## config.mk

```make
export PLATFORM = sky130hd
export DESIGN_NAME = neuron_accumulate_relu
export DESIGN_NICKNAME = d
export VERILOG_FILES = /design/src/rtl/neuron_accumulate_relu.sv
export SDC_FILE = /design/constraint.sdc
export NUM_CORES = 1
export LEC_CHECK = 0
export ABC_AREA = 1
export CAP_MARGIN = 20
export CORE_MARGIN = 3
export CORE_UTILIZATION = 25
export CTS_CLUSTER_DIAMETER = 40
export DETAILED_ROUTE_END_ITERATION = 10
export GPL_TIMING_DRIVEN = 0
export PLACE_DENSITY_LB_ADDON = 0.08
export SLEW_MARGIN = 20
export SYNTH_ARGS = -nofsm -noshare
export SYNTH_HDL_FRONTEND = slang
export SYNTH_SLANG_ARGS = --single-unit
```

## constraint.sdc

```tcl
create_clock -name clk -period 6.1 [get_ports clk]
set_input_delay 0.915 -clock clk [delete_from_list [all_inputs] [get_ports clk]]
set_output_delay 0.915 -clock clk [all_outputs]
set_load 0.05 [all_outputs]
```

## src/rtl/neuron_accumulate_relu.sv

```systemverilog
// neuron_accumulate_relu: saturating accumulate of N_TERMS partial sums, bias add, ReLU,
// rescale and clamp, one activation per neuron over valid/ready streams.
module neuron_accumulate_relu #(
    parameter int IN_W    = 19,
    parameter int BIAS_W  = 18,
    parameter int ACC_W   = 26,
    parameter int N_TERMS = 392,
    parameter int SHIFT   = 8,
    parameter int OUT_W   = 18
) (
    input  logic                     clk,
    input  logic                     rst_n,
    input  logic signed [IN_W-1:0]   sum_in,
    input  logic                     in_valid,
    output logic                     in_ready,
    input  logic signed [BIAS_W-1:0] bias,
    output logic [OUT_W-1:0]         out_data,
    output logic                     out_valid,
    input  logic                     out_ready,
    output logic                     ovf,
    output logic                     busy
);
    localparam int CNT_W = $clog2(N_TERMS + 1);
    localparam logic [CNT_W-1:0] LAST = CNT_W'(N_TERMS - 1);
    localparam logic signed [ACC_W-1:0] ACC_MAX = {1'b0, {(ACC_W-1){1'b1}}};
    localparam logic signed [ACC_W-1:0] ACC_MIN = {1'b1, {(ACC_W-1){1'b0}}};
    localparam logic signed [ACC_W-1:0] OUT_MAX = ACC_W'((2 ** (OUT_W - 1)) - 1);

    typedef enum logic [1:0] {S_ACC, S_BIAS, S_ACT, S_OUT} state_t;

    state_t                   state_q, state_d;
    logic signed [ACC_W-1:0]  acc_q, acc_d;
    logic [CNT_W-1:0]         cnt_q, cnt_d;
    logic [OUT_W-1:0]         out_q, out_d;
    logic                     valid_q, valid_d;
    logic                     ovf_q, ovf_d;
    logic                     busy_q, busy_d;
    logic                     ready_q, ready_d;

    logic signed [ACC_W:0]    addend, sum_full;
    logic signed [ACC_W-1:0]  sum_sat, shifted, relu;
    logic                     sat, accept;

    // One adder serves both the beat accumulation and the bias add; a sign
    // mismatch in the top two bits of the widened sum means the result clamps.
    always_comb begin
        addend   = (state_q == S_BIAS) ? (ACC_W+1)'(bias) : (ACC_W+1)'(sum_in);
        sum_full = {acc_q[ACC_W-1], acc_q} + addend;
        sat      = sum_full[ACC_W] != sum_full[ACC_W-1];
        sum_sat  = sat ? (sum_full[ACC_W] ? ACC_MIN : ACC_MAX) : sum_full[ACC_W-1:0];
        shifted  = acc_q >>> SHIFT;
        relu     = acc_q[ACC_W-1] ? '0 : ((shifted > OUT_MAX) ? OUT_MAX : shifted);
        accept   = (state_q == S_ACC) && ready_q && in_valid;
    end

    always_comb begin
        state_d = state_q;
        acc_d   = acc_q;
        cnt_d   = cnt_q;
        out_d   = out_q;
        valid_d = valid_q;
        ovf_d   = ovf_q;
        busy_d  = busy_q;
        case (state_q)
            S_ACC: begin
                if (accept) begin
                    acc_d   = sum_sat;
                    ovf_d   = ovf_q | sat;
                    busy_d  = 1'b1;
                    cnt_d   = (cnt_q == LAST) ? '0 : cnt_q + CNT_W'(1);
                    state_d = (cnt_q == LAST) ? S_BIAS : S_ACC;
                end
            end
            S_BIAS: begin
                acc_d   = sum_sat;
                ovf_d   = ovf_q | sat;
                state_d = S_ACT;
            end
            S_ACT: begin
                out_d   = OUT_W'(relu);
                valid_d = 1'b1;
                state_d = S_OUT;
            end
            S_OUT: begin
                if (out_ready) begin
                    valid_d = 1'b0;
                    acc_d   = '0;
                    ovf_d   = 1'b0;
                    busy_d  = 1'b0;
                    state_d = S_ACC;
                end
            end
            default: state_d = S_ACC;
        endcase
        ready_d = state_d == S_ACC;
    end

    // in_ready is registered so it stays low during reset and rises one cycle later.
    always_ff @(posedge clk or negedge rst_n) begin
        if (!rst_n) begin
            state_q <= S_ACC;
            acc_q   <= '0;
            cnt_q   <= '0;
            out_q   <= '0;
            valid_q <= 1'b0;
            ovf_q   <= 1'b0;
            busy_q  <= 1'b0;
            ready_q <= 1'b0;
        end else begin
            state_q <= state_d;
            acc_q   <= acc_d;
            cnt_q   <= cnt_d;
            out_q   <= out_d;
            valid_q <= valid_d;
            ovf_q   <= ovf_d;
            busy_q  <= busy_d;
            ready_q <= ready_d;
        end
    end

    assign in_ready  = ready_q;
    assign out_data  = out_q;
    assign out_valid = valid_q;
    assign ovf       = ovf_q;
    assign busy      = busy_q;
endmodule

```

==> results.yml, run 1 <==
logic_synthesis:
  ys_seq_elements: 58
  async_flop_share_pct: 100
  yosysSeqAreaShare_pct: 32.4
  synth_top_area_share_pct: 32.4
  ys_types: 38
  syn_avg_cell_area_um2: 6.82
  syn_nets: 728
  synth_cells: 657
  synth_area_leaders: "dfrtp_1 (32%), nand2_1 (22%), ha_1 (8.1%)"
  synth_most_common_cell: "nand2_1"
  synth_top_cell_by_area: "dfrtp_1"
  synth_area_um2: 4480
  netlist_top_cells_count: "nand2_1 (259), inv_1 (65), dfrtp_1 (58)"
  ys_warn_count: 0
  synth_flop_cell: "dfrtp_1"
  synth_edf_count: 0
floorplanning:
  core.rowCount: 48
  fp.dieW_um: 140
  die_y_um: 140
  start_util_pct: 25.7
  die_area_um2: 19600
  io_pins: 63
  core_um2: 17400
outcome:
  outcome: "complete, no violations"
clock_network:
  cts_resized: 0
  h-tree-depth: 3
  root_buffer: "clkbuf_16"
  clkTransAtPathRegs_ns: 0.06
  clock_sinks: 58
  clockBufferDepth: 2
  holdBufCountCts: 0
  cts_tree: "yes"
  cts_buffers: 9
  clk_latency_ns: 0.34
  post-cts-setup-buffers: 0
pwr:
  ir_drop_mv: 0.221
  swShare_pct: 51.6
  p_leak_uw: 0.00302
  p_switching_uw: 1720
  combPwrFrac_pct: 64.1
  powerDensity_nw_per_um2: 583
  seq_power_share_pct: 19.1
  power.internal_uw: 1620
  p_clk_share_pct: 16.8
  finalPower_uw: 3340
place:
  port_buffers: 61
  post-place-ws_ns: 2.08
  dpl.cell_count: 944
  place_hpwl_mm: 10.9
  gp_congestion: 0.853
worst_setup_path:
  critPathArrivalTime_ns: 4.17
  cp_cell_sequence: "inv_1 > nor2_1 > clkbuf_1 > clkbuf_1 > nand2_1 > nand2_1 > ha_1 > nand2_1 > nand2_1 > a21oi_2 > nand3_2 > nand2_1 > nand3_2 > nand2_2 > nand2_4 > a21oi_4 > buf_6 > o21ai_2 > nand2_1"
  path_depth: 19
  rr_worst_depth: 19
  cp_max_fo: 10
  crit_path_end_kind: "flop"
  critPathLaunchType: "flop"
  path_delay_family: "buffers and inverters"
  worst_path_max_delay_cell: "clkbuf_1"
  path_buf_inv: 4
  path_class: "flop to flop"
  cpPeakStageDelay_ns: 0.58
  cp.required_ns: 6.37
  cp_common_cell: "nand2_1"
final_layout:
  area_growth_pct: 27.8
  final_layout_size_suffix_gt1_share_pct: 8.03
  nets: 801
  fin_util_pct: 32.9
  finalNonFillerCells: 960
  antenna_cells: 0
timing:
  hold_viol: 0
  worstMarginPinSlew_ns: 0.730
  min_period_ns: 3.89
  timing.fmax_ghz: 0.257
  setup_slack_ns: 2.21
  fin_crit_sh_pct: 63.8
  tns_ns: 0
  rsz0062_at_grt: "false"
  drv_slew: 0
  setup_viol: 0
  skew_ns: 0.0102
  max-slew-margin-rel_pct: 51.4
routing:
  top_layer: "met4"
  wl_per_cell_um: 14.0
  num_vias: 4254
  route.met3.wl_um: 515
  wl_met1_mm: 6.60
  via_per_inst: 4.43
  drt-pass1-iter-count: 4
  drt_iter0_markers: 205
  route.final.wire_length_mm: 13.5
  ant_nets: 0
  drc: 0
  wl_met2_mm: 6.17
global_route:
  grt_usage_pct: 14.4
  grt_pass1_vias: 4266
  antenna_found_initial: 0
  grt_max_degree: 45
  grt_pass1_wl_mm: 22.4
  overflow: 0
flow_run:
  cap_violations: 0
hold_path:
  hold_class: "input port to asynchronous set/reset pin"
state kept, by name (all words and copies together) (netlist names):
signal	count
state_q	2
busy	1
out_valid	1
ovf	1
in_ready	1
out_data	17
cnt_q	9
acc_q	26
logic make-up (layout without fill, tap and decap cells):
family	after synthesis	after routing	share of synthesized area, %
other	1	1	0.0837
and+or+nand+nor	388	388	36.5
xor gates and xnor gates	20	20	3.91
AOI/OAI and AO/OA	77	77	10.8
DFF	58	58	32.4
adders and majority gates	30	30	8.55
buffers and inverters	83	161	7.71
metal layers:
metal / vias to the layer above / GRT usage, %
met5: - / 0
met4: 0 / 4.03
met3: 12 / 2.92
met2: 61 / 22.8
met1: 1934 / 20.0
li1: 2247 / -
cells in the final DEF (no fill, tap or decap), types with 4 or more instances in the layout:
master           instances
nand2_1                259
inv_1                   65
clkdlybuf4s50_1         60
dfrtp_1                 58
nand3_1                 47
nor2_1                  46
ha_1                    29
a21oi_1                 21
o21ai_0                 17
xor2_1                  17
o21ai_2                 10
o21ai_1                  9
clkbuf_16                9
clkbuf_1                 8
nor3_1                   7
nand2_2                  7
o21bai_1                 7
nand4_1                  6
a21oi_2                  5
clkinv_1                 4
nand3_2                  4
nand2_4                  4
buf_6                    4
metrics by stage:
| step | hold WS, ns | instance area (µm²) |
|---|---|---|
| 5_1_grt | 0.464 | 5720 |
| 2_1_floorplan | 0.433 | 4480 |
| 6_report | 0.451 | 5720 |
| 3_5_place_dp | 0.459 | 5400 |
| 4_1_cts | 0.439 | 5720 |
| 3_3_place_gp | 0.453 | 5370 |
worst reg2reg max path: cells and delay by family (launching register included):
| family | cells | cell delay, ns |
|---|---|---|
| adders and majority gates | 1 | 0.28 |
| and+or+nand+nor | 11 | 1.24 |
| DFF | 1 | 0.41 |
| AOI/OAI and AO/OA | 3 | 0.56 |
| buffers and inverters | 4 | 1.34 |
path summary, 6_finish.rpt:
path	to	slack [ns]	startpoint
worst max register to register	acc_q[11]	2.21	state_q[0]
worst min register to register	out_data[7]	0.47	out_data[7]
worst min-delay path	acc_q[1]	0.45	rst_n
min in group clk	out_data[7]	0.47	out_data[7]
max in group asynchronous	out_data[14]	5.14	rst_n
worst max-delay path	acc_q[11]	2.21	state_q[0]
layout make-up:
type / instances / area [µm²]
Tap cell: 225 / 282
Fill cell: 1909 / 11700
Buffer: 13 / 82.6
Timing Repair Buffer: 62 / 636
Multi-Input combinational cell: 516 / 2680
Sequential cell: 58 / 1450
Clock inverter: 6 / 88.8
Inverter: 70 / 263
Clock buffer: 10 / 239
power groups by stage:
| stage | sequential (µW) | combinational (µW) | clock (µW) |
|---|---|---|---|
| 3_5_place_dp | 648 | 2160 | 0 |
| 3_3_place_gp | 641 | 2160 | 0 |
| 4_1_cts | 642 | 2170 | 581 |
| 5_1_grt | 659 | 2410 | 593 |
| 2_1_floorplan | 786 | 1420 | 0 |
| 6_report | 638 | 2140 | 561 |
(Power assumes the default switching activity.)
==> run 2: changes to the inputs <==
clock period = 3.6 ns   (was 6.1 ns; I/O delays follow)
==> run 2 against run 1 <==
Count of clock-buffer cells in the layout is the same. Hold slack lost 0.38 ns. Critical endpoint unchanged. Combinational power grew 73%. Largest power group unchanged. Global-route usage is essentially flat. Sequential cell count is the same. Clock power grew 69%.
==> results.yml, run 2 (synthesized netlist as in run 1, its figures left out) <==
final_layout:
  area_growth_pct: 29.6
  finalNonFillerCells: 963
  antenna_cells: 0
  mostFrequentLayoutCell: "nand2_1"
  largest-register: "acc_q"
  layout_common_cells: "nand2_1 (259), inv_1 (64), clkdlybuf4s50_1 (60), dfrtp_1 (58), nand3_1 (47)"
  largest_reg_flops: 26
  final_layout_size_suffix_gt1_share_pct: 10.0
  fin_util_pct: 33.3
  nFillCells: 1905
  nets: 804
clock_network:
  h-tree-depth: 3
  holdBufCountCts: 0
  clockBufferDepth: 2
  clk_latency_ns: 0.34
  cts_buffers: 9
  cts_tree: "yes"
  clkTransAtPathRegs_ns: 0.06
  root_buffer: "clkbuf_16"
  clock_sinks: 58
place:
  place_hpwl_mm: 10.9
  gp_congestion: 0.853
  post-place-ws_ns: -0.424
  dpl.cell_count: 944
  port_buffers: 61
routing:
  top_layer: "met4"
  num_vias: 4281
  drc: 0
  drt-pass1-iter-count: 4
  route.met3.wl_um: 450
  wl_per_cell_um: 14.0
  via_per_inst: 4.45
  route.final.wire_length_mm: 13.5
  wl_met2_mm: 6.20
  wl_met1_mm: 6.72
  ant_nets: 0
  drt_iter0_markers: 215
worst_setup_path:
  r2r_setup_slack_ns: 0.28
  worst_path_max_delay_cell: "dfrtp_1"
  critPathLaunchType: "flop"
  crit_path_end_kind: "flop"
  cp_common_cell: "nand2_1"
  critPathArrivalTime_ns: 3.59
  rr_worst_depth: 21
  cp.required_ns: 3.87
  cp_cell_sequence: "inv_1 > nor2_2 > clkinv_4 > or2_2 > o21ai_0 > inv_2 > ha_1 > nand2_1 > inv_1 > nand2_1 > nand2_1 > nand2_1 > nand2_1 > a21oi_2 > nand2_1 > nand2_1 > nand2_2 > a21oi_4 > buf_6 > o21ai_2 > nand2_1"
  cpPeakStageDelay_ns: 0.41
  path_class: "flop to flop"
  cp_max_fo: 10
hold_path:
  hold_class: "input port to asynchronous set/reset pin"
pwr:
  seq_power_share_pct: 18.9
  p_clk_share_pct: 16.5
  power.internal_uw: 2800
  swShare_pct: 51.2
  finalPower_uw: 5730
  ir_drop_mv: 0.406
  powerDensity_nw_per_um2: 988
  p_leak_uw: 0.00304
  combPwrFrac_pct: 64.5
  p_switching_uw: 2940
global_route:
  grt_pass1_vias: 4274
  overflow: 0
  grt_usage_pct: 14.4
  antenna_found_initial: 0
  grt_max_degree: 45
  grt_pass1_wl_mm: 22.4
timing:
  setup_slack_ns: 0.284
  setup_viol: 0
  hold_viol: 0
  skew_ns: 0.0101
  worstMarginPinSlew_ns: 0.696
  max-slew-margin-rel_pct: 53.4
  fin_crit_sh_pct: 92.1
  min_period_ns: 3.32
  timing.fmax_ghz: 0.302
  tns_ns: 0
  drv_slew: 0
flow_run:
  cap_violations: 0
floorplanning:
  io_pins: 63
  fp.dieW_um: 140
  die_area_um2: 19600
  start_util_pct: 25.7
  core_um2: 17400
  core.rowCount: 48
  die_y_um: 140
outcome:
  outcome: "complete, no violations"
## run 2: cell types whose count changed in the layout (fill, tap and decap cells not counted), sizes merged
| cell | delta |
|---|---|
| buf | +4 |
| clkbuf | -1 |
## run 2: routing by layer
layer  vias up  GRT usage (%)
met1      1956           20.0
met2        62           22.8
met3        11           2.92
met4         0           4.03
li1       2252              -
met5         -              0
## run 2: power by group through the flow
| stage | sequential [µW] | clock [µW] | combinational [µW] |
|---|---|---|---|
| floorplan | 1330 | 0 | 2410 |
| global placement | 1090 | 0 | 3650 |
| detailed placement | 1100 | 0 | 3660 |
| CTS | 1090 | 984 | 3690 |
| global route | 1120 | 1000 | 4160 |
| finish | 1080 | 948 | 3700 |
## run 2: per-stage QoR
stage / instance area (µm²) / hold WS (ns)
final: 5800 / 0.0724
after global routing: 5800 / 0.0885
after CTS: 5740 / 0.0639
after detailed placement: 5400 / 0.438
after global placement: 5370 / 0.453
after floorplan: 4480 / 0.244
## run 2: layout make-up
cell class / count / area [µm²] / area share (%)
Buffer: 13 / 97.6 / 1.68
Clock buffer: 10 / 239 / 4.12
Timing Repair Buffer: 65 / 658 / 11.3
Sequential cell: 58 / 1450 / 25.0
Clock inverter: 6 / 88.8 / 1.53
Tap cell: 225 / 282 / 4.85
Inverter: 70 / 268 / 4.61
Multi-Input combinational cell: 516 / 2720 / 46.9
## run 2: worst paths after layout
kind	from	end
worst max-delay path	state_q[0]	acc_q[11]
worst min-delay path	rst_n	acc_q[1]
worst max register to register	state_q[0]	acc_q[11]
worst min register to register	out_data[7]	out_data[7]
max in group asynchronous	rst_n	out_data[16]
min in group clk	out_data[7]	out_data[7]
## run 2: worst max-delay path: cells and delay by family, from the launching register on
family	cells	cell delay, ns
and+or+nand+nor	11	1.22
buffers and inverters	5	0.68
AOI/OAI and AO/OA	4	0.60
DFF	1	0.41
adders and majority gates	1	0.37
## run 2: timing repair
item                                    in CTS  in global routing
endpoints found under the setup margin      26                 26
setup buffers                                0                  3
pin swaps                                    0                  1
endpoints found under the hold margin        0                  0
gates resized for setup                      8                 10
==> run 3: changes to the inputs <==
ABC_AREA = not set   (was 1)
==> run 3 against run 2 <==
Total power fell by 20%. Routed wire length fell by 9.1%. Design area fell by 3.5%. Sequential share of layout area rose by 0.95 points. Sequential cell count did not move. Synthesized area fell by 11%. Synthesized cell count fell by 24%. Final cell count fell by 17%. Setup slack got worse by 0.15 ns. Sequential power fell by 6%. Combinational power fell by 29%. Clock power rose by 1%. Critical endpoint is now acc_q[22].
==> results.yml, run 3 <==
logic_synthesis:
  netlist_top_cells_count: "nand2_1 (125), dfrtp_1 (58), nor2_1 (42)"
  synth_edf_count: 0
  ys_types: 53
  synth_top_area_share_pct: 36.3
  synth_most_common_cell: "nand2_1"
  synth_area_um2: 4000
  async_flop_share_pct: 100
  ys_warn_count: 0
  yosysSeqAreaShare_pct: 36.3
  synth_flop_cell: "dfrtp_1"
  synth_cells: 497
  synth_top_cell_by_area: "dfrtp_1"
  syn_nets: 568
  syn_avg_cell_area_um2: 8.06
  ys_seq_elements: 58
  synth_area_leaders: "dfrtp_1 (36%), nand2_1 (12%), ha_1 (9.1%)"
worst_setup_path:
  cp.required_ns: 3.81
  critPathArrivalTime_ns: 3.68
  reg2reg_to: "acc_q[22]"
  reg2reg_from: "state_q[0]"
  cp_max_fo: 7
  cpPeakStageDelay_ns: 0.41
  path_class: "flop to flop"
  rr_worst_depth: 17
  r2r_setup_slack_ns: 0.13
  path_buf_inv: 4
  crit_path_end_kind: "flop"
  cp_cell_sequence: "nor2b_4 > clkbuf_16 > nand2_4 > nand2_4 > ha_4 > a211o_1 > a21oi_2 > a21o_4 > o31ai_4 > o31a_4 > a221oi_4 > buf_6 > xnor2_4 > buf_4 > buf_4 > nor2_1 > o21ai_0"
  worst_path_max_delay_cell: "dfrtp_2"
  critPathLaunchType: "flop"
  path_delay_family: "compound AO/OA/AOI/OAI gates"
routing:
  route.final.wire_length_mm: 12.3
  num_vias: 3741
  ant_nets: 0
  drt_iter0_markers: 199
  drt-pass1-iter-count: 4
  wl_per_cell_um: 15.3
  drc: 0
  via_per_inst: 4.66
final_layout:
  area_growth_pct: 39.9
  largest-register: "acc_q"
  nets: 657
  largest_reg_flops: 26
  layout_common_cells: "nand2_1 (120), clkdlybuf4s50_1 (60), dfrtp_1 (56), nor2_1 (42), o21ai_0 (33)"
  nFillCells: 1598
  final_cell_area_um2: 5600
  antenna_cells: 0
  mostFrequentLayoutCell: "nand2_1"
  final_layout_size_suffix_gt1_share_pct: 13.4
  finalNonFillerCells: 802
floorplanning:
  core_um2: 15400
  core.rowCount: 45
  die_area_um2: 17600
  die_y_um: 133
  start_util_pct: 26.0
  io_pins: 63
  fp.dieW_um: 133
pwr:
  ir_drop_mv: 0.295
  finalPower_uw: 4600
  swShare_pct: 41.7
  combPwrFrac_pct: 57.0
  power.internal_uw: 2680
  p_clk_share_pct: 20.9
  seq_power_share_pct: 22.2
  p_leak_uw: 0.00248
  p_switching_uw: 1920
  powerDensity_nw_per_um2: 820
hold_path:
  hold_class: "input port to asynchronous set/reset pin"
clock_network:
  clockBufferDepth: 2
  cts_tree: "yes"
  cts_buffers: 9
  clock_sinks: 58
  clk_latency_ns: 0.34
  clkTransAtPathRegs_ns: 0.06
  holdBufCountCts: 0
  root_buffer: "clkbuf_16"
  h-tree-depth: 3
place:
  gp_congestion: 0.800
  port_buffers: 61
  dpl.cell_count: 770
  post-place-ws_ns: -0.866
  place_area_um2: 4900
  place_hpwl_mm: 8.63
timing:
  drv_slew: 0
  timing.fmax_ghz: 0.289
  rsz0062_at_grt: "false"
  tns_ns: 0
  setup_viol: 0
  fin_crit_sh_pct: 96.3
  skew_ns: 0.00904
  min_period_ns: 3.47
  hold_viol: 0
  worstMarginPinSlew_ns: 0.824
  setup_slack_ns: 0.134
  max-slew-margin-rel_pct: 45.1
global_route:
  grt_pass1_wl_mm: 20.1
  antenna_found_initial: 0
  grt_pass1_vias: 3856
  overflow: 0
  grt_usage_pct: 14.4
  grt_max_degree: 31
outcome:
  outcome: "complete, no violations"
flow_run:
  cap_violations: 0
==> run 3: worst register-to-register path: stages, from the launching register on <==
cell and delay, ns:
dfrtp_2 0.41, nor2b_4 0.25, clkbuf_16 0.18, nand2_4 0.05
nand2_4 0.07, ha_4 0.20, a211o_1 0.32, a21oi_2 0.19
a21o_4 0.18, o31ai_4 0.07, o31a_4 0.32, a221oi_4 0.33
buf_6 0.16, xnor2_4 0.14, buf_4 0.17, buf_4 0.12
nor2_1 0.09, o21ai_0 0.08
==> run 3: routing by layer <==
| metal | wire [µm] | share of wire (%) | global-route usage (%) |
|---|---|---|---|
| met4 | 182 | 1.5 | 4.85 |
| met5 | 0 | 0 | 0 |
| met1 | 6080 | 49 | 19.6 |
| met3 | 340 | 2.8 | 2.51 |
| met2 | 5680 | 46 | 23.2 |
==> run 3: worst max path at each step <==
stage,to,cells after the start,slack (ns),from
floorplan,acc_q[20],17,0.04,state_q[0]
global placement,acc_q[20],17,-0.83,state_q[0]
detailed placement,acc_q[20],17,-0.87,state_q[0]
CTS,acc_q[20],17,0.007,state_q[0]
global route,acc_q[22],17,0.002,state_q[0]
finish,acc_q[22],17,0.13,state_q[0]
==> run 3: cell families (layout without fill, tap and decap cells) <==
kind of cell	count (synthesis)	count (layout)	synth area share [%]
buf+inv	27	121	2.72
compound gates	132	132	21.0
simple gates	222	222	24.3
flops	58	58	36.2
other cells	1	1	0.0937
xor+xnor	27	27	6.09
fa+ha+maj	30	30	9.56
==> run 3: power by group through the flow <==
stage | sequential [µW] | combinational (µW) | clock, µW
floorplan | 965 | 1730 | 0
finish | 1020 | 2620 | 958
global route | 1040 | 2920 | 1010
detailed placement | 1020 | 2200 | 0
global placement | 1020 | 2180 | 0
CTS | 1020 | 2490 | 983
==> run 3: stage by stage <==
stage | utilization, % | hold WS, ns
5_1_grt | 36.3 | 0.166
3_5_place_dp | 31.8 | 0.476
2_1_floorplan | - | 0.244
4_1_cts | 35.7 | 0.152
3_3_place_gp | 31.7 | 0.469
6_report | 36.3 | 0.137
==> run 3: layout make-up <==
cell class                 instances  area, µm²  area share (%)
buffer                            15        121            2.17
clock buffer                      10        239            4.27
clock inverter                     6       88.8            1.59
inverter                           8       30.0           0.536
multi-input combinational        412       2590            46.3
sequential                        58       1450            26.0
tap                              211        264            4.71
timing repair buffer              82        810            14.5
==> run 3: what timing repair did <==
action                     in CTS  in global routing
cloned                          2                  1
setup buffers                  12                  5
pin swaps                      11                 11
setup endpoints to repair      27                 26
gates resized for setup        38                 15
